### src/rtl/axil_arb_pkg.sv
// rtl/axil_arb_pkg.sv - shared state types and constants for the two-master AXI-Lite arbiter
package axil_arb_pkg;

  localparam int NUM_MASTERS = 2;

  typedef enum logic [1:0] {
    RD_IDLE,
    RD_ADDR,
    RD_DATA
  } rd_state_t;

  typedef enum logic [1:0] {
    WR_IDLE,
    WR_DATA,
    WR_RESP
  } wr_state_t;

endpackage

### src/rtl/rr_arb2.sv
// rtl/rr_arb2.sv - two-way round-robin pick; on a tie the master that did not go last wins
module rr_arb2 (
  input  logic [1:0] req,
  input  logic       last,
  output logic       gnt_idx,
  output logic       gnt_valid
);

  always_comb begin
    gnt_valid = |req;
    if (req == 2'b11) begin
      gnt_idx = ~last;
    end else begin
      gnt_idx = req[1];
    end
  end

endmodule

### src/rtl/axil_arb2.sv
// rtl/axil_arb2.sv - two-master to one-slave AXI4-Lite arbiter, independent read/write round-robin
module axil_arb2
  import axil_arb_pkg::*;
#(
  parameter int ADDR_WIDTH = 32,
  parameter int DATA_WIDTH = 32,
  parameter int STRB_WIDTH = DATA_WIDTH / 8
) (
  input  logic                              clk,
  input  logic                              rst,

  input  logic [NUM_MASTERS*ADDR_WIDTH-1:0] s_axil_araddr,
  input  logic [NUM_MASTERS*3-1:0]          s_axil_arprot,
  input  logic [NUM_MASTERS-1:0]            s_axil_arvalid,
  output logic [NUM_MASTERS-1:0]            s_axil_arready,
  output logic [NUM_MASTERS*DATA_WIDTH-1:0] s_axil_rdata,
  output logic [NUM_MASTERS*2-1:0]          s_axil_rresp,
  output logic [NUM_MASTERS-1:0]            s_axil_rvalid,
  input  logic [NUM_MASTERS-1:0]            s_axil_rready,
  input  logic [NUM_MASTERS*ADDR_WIDTH-1:0] s_axil_awaddr,
  input  logic [NUM_MASTERS*3-1:0]          s_axil_awprot,
  input  logic [NUM_MASTERS-1:0]            s_axil_awvalid,
  output logic [NUM_MASTERS-1:0]            s_axil_awready,
  input  logic [NUM_MASTERS*DATA_WIDTH-1:0] s_axil_wdata,
  input  logic [NUM_MASTERS*STRB_WIDTH-1:0] s_axil_wstrb,
  input  logic [NUM_MASTERS-1:0]            s_axil_wvalid,
  output logic [NUM_MASTERS-1:0]            s_axil_wready,
  output logic [NUM_MASTERS*2-1:0]          s_axil_bresp,
  output logic [NUM_MASTERS-1:0]            s_axil_bvalid,
  input  logic [NUM_MASTERS-1:0]            s_axil_bready,

  output logic [ADDR_WIDTH-1:0]             m_axil_araddr,
  output logic [2:0]                        m_axil_arprot,
  output logic                              m_axil_arvalid,
  input  logic                              m_axil_arready,
  input  logic [DATA_WIDTH-1:0]             m_axil_rdata,
  input  logic [1:0]                        m_axil_rresp,
  input  logic                              m_axil_rvalid,
  output logic                              m_axil_rready,
  output logic [ADDR_WIDTH-1:0]             m_axil_awaddr,
  output logic [2:0]                        m_axil_awprot,
  output logic                              m_axil_awvalid,
  input  logic                              m_axil_awready,
  output logic [DATA_WIDTH-1:0]             m_axil_wdata,
  output logic [STRB_WIDTH-1:0]             m_axil_wstrb,
  output logic                              m_axil_wvalid,
  input  logic                              m_axil_wready,
  input  logic [1:0]                        m_axil_bresp,
  input  logic                              m_axil_bvalid,
  output logic                              m_axil_bready
);

  rd_state_t rd_state_q;
  logic      rd_gnt_q;
  logic      rd_last_q;
  wr_state_t wr_state_q;
  logic      wr_gnt_q;
  logic      wr_last_q;
  logic      aw_done_q;
  logic      w_done_q;

  logic rd_gnt_idx, rd_gnt_valid;
  logic wr_gnt_idx, wr_gnt_valid;
  logic ar_hs, r_hs, aw_hs, w_hs, b_hs;

  rr_arb2 u_rd_arb (
    .req       (s_axil_arvalid),
    .last      (rd_last_q),
    .gnt_idx   (rd_gnt_idx),
    .gnt_valid (rd_gnt_valid)
  );

  // Write requests come from AW only; a W that arrives early just waits for its address.
  rr_arb2 u_wr_arb (
    .req       (s_axil_awvalid),
    .last      (wr_last_q),
    .gnt_idx   (wr_gnt_idx),
    .gnt_valid (wr_gnt_valid)
  );

  assign ar_hs = m_axil_arvalid & m_axil_arready;
  assign r_hs  = m_axil_rvalid  & m_axil_rready;
  assign aw_hs = m_axil_awvalid & m_axil_awready;
  assign w_hs  = m_axil_wvalid  & m_axil_wready;
  assign b_hs  = m_axil_bvalid  & m_axil_bready;

  always_ff @(posedge clk or posedge rst) begin
    if (rst) begin
      rd_state_q <= RD_IDLE;
      rd_gnt_q   <= 1'b0;
      rd_last_q  <= 1'b1;
    end else begin
      case (rd_state_q)
        RD_IDLE: begin
          if (rd_gnt_valid) begin
            rd_gnt_q   <= rd_gnt_idx;
            rd_state_q <= RD_ADDR;
          end
        end
        RD_ADDR: begin
          if (ar_hs) rd_state_q <= RD_DATA;
        end
        RD_DATA: begin
          if (r_hs) begin
            rd_last_q  <= rd_gnt_q;
            rd_state_q <= RD_IDLE;
          end
        end
        default: rd_state_q <= RD_IDLE;
      endcase
    end
  end

  always_ff @(posedge clk or posedge rst) begin
    if (rst) begin
      wr_state_q <= WR_IDLE;
      wr_gnt_q   <= 1'b0;
      wr_last_q  <= 1'b1;
      aw_done_q  <= 1'b0;
      w_done_q   <= 1'b0;
    end else begin
      case (wr_state_q)
        WR_IDLE: begin
          aw_done_q <= 1'b0;
          w_done_q  <= 1'b0;
          if (wr_gnt_valid) begin
            wr_gnt_q   <= wr_gnt_idx;
            wr_state_q <= WR_DATA;
          end
        end
        WR_DATA: begin
          if (aw_hs) aw_done_q <= 1'b1;
          if (w_hs)  w_done_q  <= 1'b1;
          if ((aw_done_q | aw_hs) & (w_done_q | w_hs)) wr_state_q <= WR_RESP;
        end
        WR_RESP: begin
          if (b_hs) begin
            wr_last_q  <= wr_gnt_q;
            wr_state_q <= WR_IDLE;
          end
        end
        default: wr_state_q <= WR_IDLE;
      endcase
    end
  end

  always_comb begin
    m_axil_araddr  = '0;
    m_axil_arprot  = '0;
    m_axil_arvalid = 1'b0;
    m_axil_rready  = 1'b0;
    s_axil_arready = '0;
    s_axil_rdata   = '0;
    s_axil_rresp   = '0;
    s_axil_rvalid  = '0;
    case (rd_state_q)
      RD_ADDR: begin
        m_axil_araddr  = rd_gnt_q ? s_axil_araddr[2*ADDR_WIDTH-1:ADDR_WIDTH]
                                  : s_axil_araddr[ADDR_WIDTH-1:0];
        m_axil_arprot  = rd_gnt_q ? s_axil_arprot[5:3] : s_axil_arprot[2:0];
        m_axil_arvalid = s_axil_arvalid[rd_gnt_q];
        s_axil_arready[rd_gnt_q] = m_axil_arready;
      end
      RD_DATA: begin
        if (rd_gnt_q) begin
          s_axil_rdata[2*DATA_WIDTH-1:DATA_WIDTH] = m_axil_rdata;
          s_axil_rresp[3:2] = m_axil_rresp;
        end else begin
          s_axil_rdata[DATA_WIDTH-1:0] = m_axil_rdata;
          s_axil_rresp[1:0] = m_axil_rresp;
        end
        s_axil_rvalid[rd_gnt_q] = m_axil_rvalid;
        m_axil_rready = s_axil_rready[rd_gnt_q];
      end
      default: ;
    endcase
  end

  // The done flags keep a finished AW or W from being offered or accepted twice.
  always_comb begin
    m_axil_awaddr  = '0;
    m_axil_awprot  = '0;
    m_axil_awvalid = 1'b0;
    m_axil_wdata   = '0;
    m_axil_wstrb   = '0;
    m_axil_wvalid  = 1'b0;
    m_axil_bready  = 1'b0;
    s_axil_awready = '0;
    s_axil_wready  = '0;
    s_axil_bresp   = '0;
    s_axil_bvalid  = '0;
    case (wr_state_q)
      WR_DATA: begin
        m_axil_awaddr  = wr_gnt_q ? s_axil_awaddr[2*ADDR_WIDTH-1:ADDR_WIDTH]
                                  : s_axil_awaddr[ADDR_WIDTH-1:0];
        m_axil_awprot  = wr_gnt_q ? s_axil_awprot[5:3] : s_axil_awprot[2:0];
        m_axil_awvalid = s_axil_awvalid[wr_gnt_q] & ~aw_done_q;
        m_axil_wdata   = wr_gnt_q ? s_axil_wdata[2*DATA_WIDTH-1:DATA_WIDTH]
                                  : s_axil_wdata[DATA_WIDTH-1:0];
        m_axil_wstrb   = wr_gnt_q ? s_axil_wstrb[2*STRB_WIDTH-1:STRB_WIDTH]
                                  : s_axil_wstrb[STRB_WIDTH-1:0];
        m_axil_wvalid  = s_axil_wvalid[wr_gnt_q] & ~w_done_q;
        s_axil_awready[wr_gnt_q] = m_axil_awready & ~aw_done_q;
        s_axil_wready[wr_gnt_q]  = m_axil_wready & ~w_done_q;
      end
      WR_RESP: begin
        if (wr_gnt_q) begin
          s_axil_bresp[3:2] = m_axil_bresp;
        end else begin
          s_axil_bresp[1:0] = m_axil_bresp;
        end
        s_axil_bvalid[wr_gnt_q] = m_axil_bvalid;
        m_axil_bready = s_axil_bready[wr_gnt_q];
      end
      default: ;
    endcase
  end

endmodule

### config.mk
export PLATFORM = sky130hd
export DESIGN_NAME = axil_arb2
export DESIGN_NICKNAME = d
export VERILOG_FILES = /design/src/rtl/axil_arb_pkg.sv /design/src/rtl/rr_arb2.sv /design/src/rtl/axil_arb2.sv
export SDC_FILE = /design/constraint.sdc
export NUM_CORES = 1
export LEC_CHECK = 0
export CORE_AREA = 8 8 170 172
export CTS_CLUSTER_DIAMETER = 30
export DETAILED_ROUTE_END_ITERATION = 10
export DIE_AREA = 0 0 178 180
export DONT_BUFFER_PORTS = 1
export PLACE_DENSITY_LB_ADDON = 0.12
export SKIP_LAST_GASP = 1
export SYNTH_ARGS = -nofsm -noshare
export SYNTH_HDL_FRONTEND = slang
export SYNTH_SLANG_ARGS = --single-unit
export TNS_END_PERCENT = 1
### constraint.sdc
create_clock -name clk -period 2.4 [get_ports clk]
set_input_delay 0.48 -clock clk [delete_from_list [all_inputs] [get_ports clk]]
set_output_delay 0.48 -clock clk [all_outputs]
set_load 0.005 [all_outputs]
==> results.toml <==
[yosys]
synth_flop_cell = "dfrtp_1"
synth_cell_types = 37
syn_avg_cell_area_sq_um = 7.134
synth_seq_area_share_pct = 9.038
netlist_area_sq_mm = 0.002796
synth_edf_count = 0
ys_warn_count = 0
ys_ff_latch = 10
synthesis.nets = 657
synth_async_sr_flop_share_pct = 100.0
syn_inst = 392

[timing]
rsz0062_at_grt = "no"
tightest_slew_ns = 0.6497
fmaxAchievable_mhz = 470.5
setup_violations = 0
fin_crit_sh_pct = 88.56
fin_tns_setup_ns = 0
slew-limit-headroom_pct = 56.69
slew_violations = 0
layout_setup_ws_ns = 0.2746
finalClockSkew_ns = 0.0002133
finalHoldViolations = 0
min_period_ns = 2.125

[die]
ioPinCount = 458
num_rows = 60
dieArea_sq_mm = 0.03204
fp.coreArea_sq_mm = 0.02635
die_w_um = 178
start_util_pct = 10.61
die_y_um = 180

[clock_network]
insertion_delay_ns = 0.24
clk_pin_slew_ns = 0.04
ctsRootBufferMaster = "clkbuf_16"
cts.sinks = 10
post_cts_buffers = 0
clock_path_buffers = 2
numCtsBuffers = 3
cts_tree = "done"
ctsHoldBuffers = 0
ctsResizeCount = 0
htreeDepth = 1

[layout]
final_core_util_pct = 12.21
drive_gt1_share_pct = 7.713
final_nets = 642
area_growth_pct = 15.08
antenna_cells = 0
layout.cell_area.non_filler_sq_mm = 0.003218
n_fill_cell = 3059

[run]
timing.max_cap.violations = 0

[worst_setup_path]
cp-end-kind = "primary output"
rrSetupSlack_ns = 0.86
criticalPathCategory = "reg2out"
crit_fanout = 25
worstRegToRegCells = 3
slowest_stage = "dfrtp_4"
critical-path-max-stage-delay_ns = 0.67
crit_required_ns = 1.92
arrival_ns = 1.65
cp_cell_sequence = "buf_4 -> mux2i_1 -> nor2_1"
cp-start-kind = "register"

[placement]
dp_slack_ns = 0.5098
dp_hpwl_um = 14740
gp_congestion = 0.8062
placedInstanceArea_sq_mm = 0.003129
portBuffers = 0

[pwr]
ir_drop_v = 0.0005510
p_total_uw = 3535
power_density_mw_per_mm2 = 1098
power_leakage_uw = 0.001546

[routing]
vias_per_cell = 4.008
drt_iter0_markers = 52
route.detailed.drc = 0
dr.pass1.iters = 4
wl_per_cell_um = 22.69
num_vias = 2874
wirelength_um = 16270
ant_nets = 0

[global_route]
grt_max_degree = 72
gr-total-overflow = 0
grt_pass1_wl_um = 21940
antenna_found_initial = 0
globalRouteTotalUtil_pct = 8.918
grt_pass1_vias = 3287

[outcome]
outcome = "complete, no violations"

[hold_path]
hold_path_class = "in2async"
==> synth_stat cells, types with 2 or more instances <==
cell type | count | area, sq um
and3_1 | 5 | 31.28
buf_4 | 9 | 67.56
nor4b_1 | 2 | 17.52
clkbuf_1 | 2 | 7.510
clkbuf_2 | 6 | 30.03
buf_2 | 13 | 65.06
dfrtp_1 | 8 | 200.2
nand2_1 | 4 | 15.01
nor2_1 | 116 | 435.4
nand2b_1 | 4 | 25.02
mux2i_1 | 108 | 1081
dfstp_2 | 2 | 52.55
nand3_1 | 2 | 10.01
a31oi_1 | 4 | 25.02
nor2b_1 | 3 | 18.77
inv_1 | 4 | 15.01
a21oi_1 | 4 | 20.02
mux2_2 | 2 | 22.52
buf_6 | 5 | 56.30
and2_1 | 71 | 444.2
nor3_1 | 2 | 10.01
==> cells by family (layout without fill, tap and decap cells) <==
family	Yosys count	in the layout	synth area share, %
and+or+nand+nor	217	217	38.70
DFF	10	10	9.038
buffers and inverters	39	23	8.635
muxes	111	111	40.00
AOI/OAI and AO/OA	15	15	3.624
==> power breakdown <==
| part | internal (uW) | leakage (uW) | switching [uW] |
|---|---|---|---|
| Clock | 251 | 0.0000442 | 86.8 |
| Sequential | 257 | 0.000115 | 243 |
| Combinational | 1060 | 0.00139 | 1630 |
| Total | 1570 | 0.00155 | 1960 |
==> worst max-delay path, delay by kind of cell, from the launching register on <==
| kind | cells | cell delay, ns |
|---|---|---|
| multiplexers | 1 | 0.24 |
| buffers and inverters | 1 | 0.39 |
| flip-flops | 1 | 0.67 |
| AND/OR/NAND/NOR | 1 | 0.08 |
==> flip-flops by register name, indices dropped and copies added, names as in the netlist <==
register    cells
rd_last_q       1
rd_gnt_q        1
aw_done_q       1
wr_state_q      2
wr_last_q       1
wr_gnt_q        1
rd_state_q      2
w_done_q        1
==> routing by layer <==
layer | global-route usage, % | part of all wire [%]
met1 | 7.322 | 30
met2 | 19.17 | 57
met3 | 3.751 | 13
met4 | 0.8005 | 0.65
met5 | 0 | 0
==> per-stage QoR <==
step,hold slack (ns),instances
3_5_place_dp,0.4436,713
3_3_place_gp,0.4358,713
4_1_cts,0.1807,717
2_1_floorplan,0.3187,392
6_report,0.1451,717
5_1_grt,0.2045,717
==> final timing paths <==
path | startpoint | to
worst max-delay path | wr_gnt_q | m_axil_awaddr[13]
worst min-delay path | rst | rd_state_q[1]
worst max register to register | wr_gnt_q | wr_state_q[1]
worst min register to register | wr_last_q | wr_last_q
max in group asynchronous | rst | wr_gnt_q
min in group clk | s_axil_awvalid[0] | wr_gnt_q
==> area by class of cell <==
| type | count | area [sq um] | share of cell area [%] |
|---|---|---|---|
| clock buffer | 4 | 88.84 | 2.760 |
| tap | 341 | 426.7 | 13.26 |
| multi-input combinational | 343 | 2305 | 71.62 |
| sequential | 10 | 257.7 | 8.009 |
| timing repair buffer | 15 | 125.1 | 3.888 |
| inverter | 4 | 15.01 | 0.4666 |
==> cell usage in the layout (no fill, tap or decap), types with 2 or more instances in the layout <==
cell and n:
dfrtp_1 6, mux2i_1 108, nand2b_1 3, nor2b_1 3, nor4b_1 2, dfstp_2 2
nor2_1 116, a31oi_1 4, nor3_1 2, and2_1 71, nand3_1 2, inv_1 4
mux2_2 2, buf_4 14, clkbuf_16 3, nand2_1 4, and3_1 5, a21oi_1 4
(Power assumes the default switching activity.)
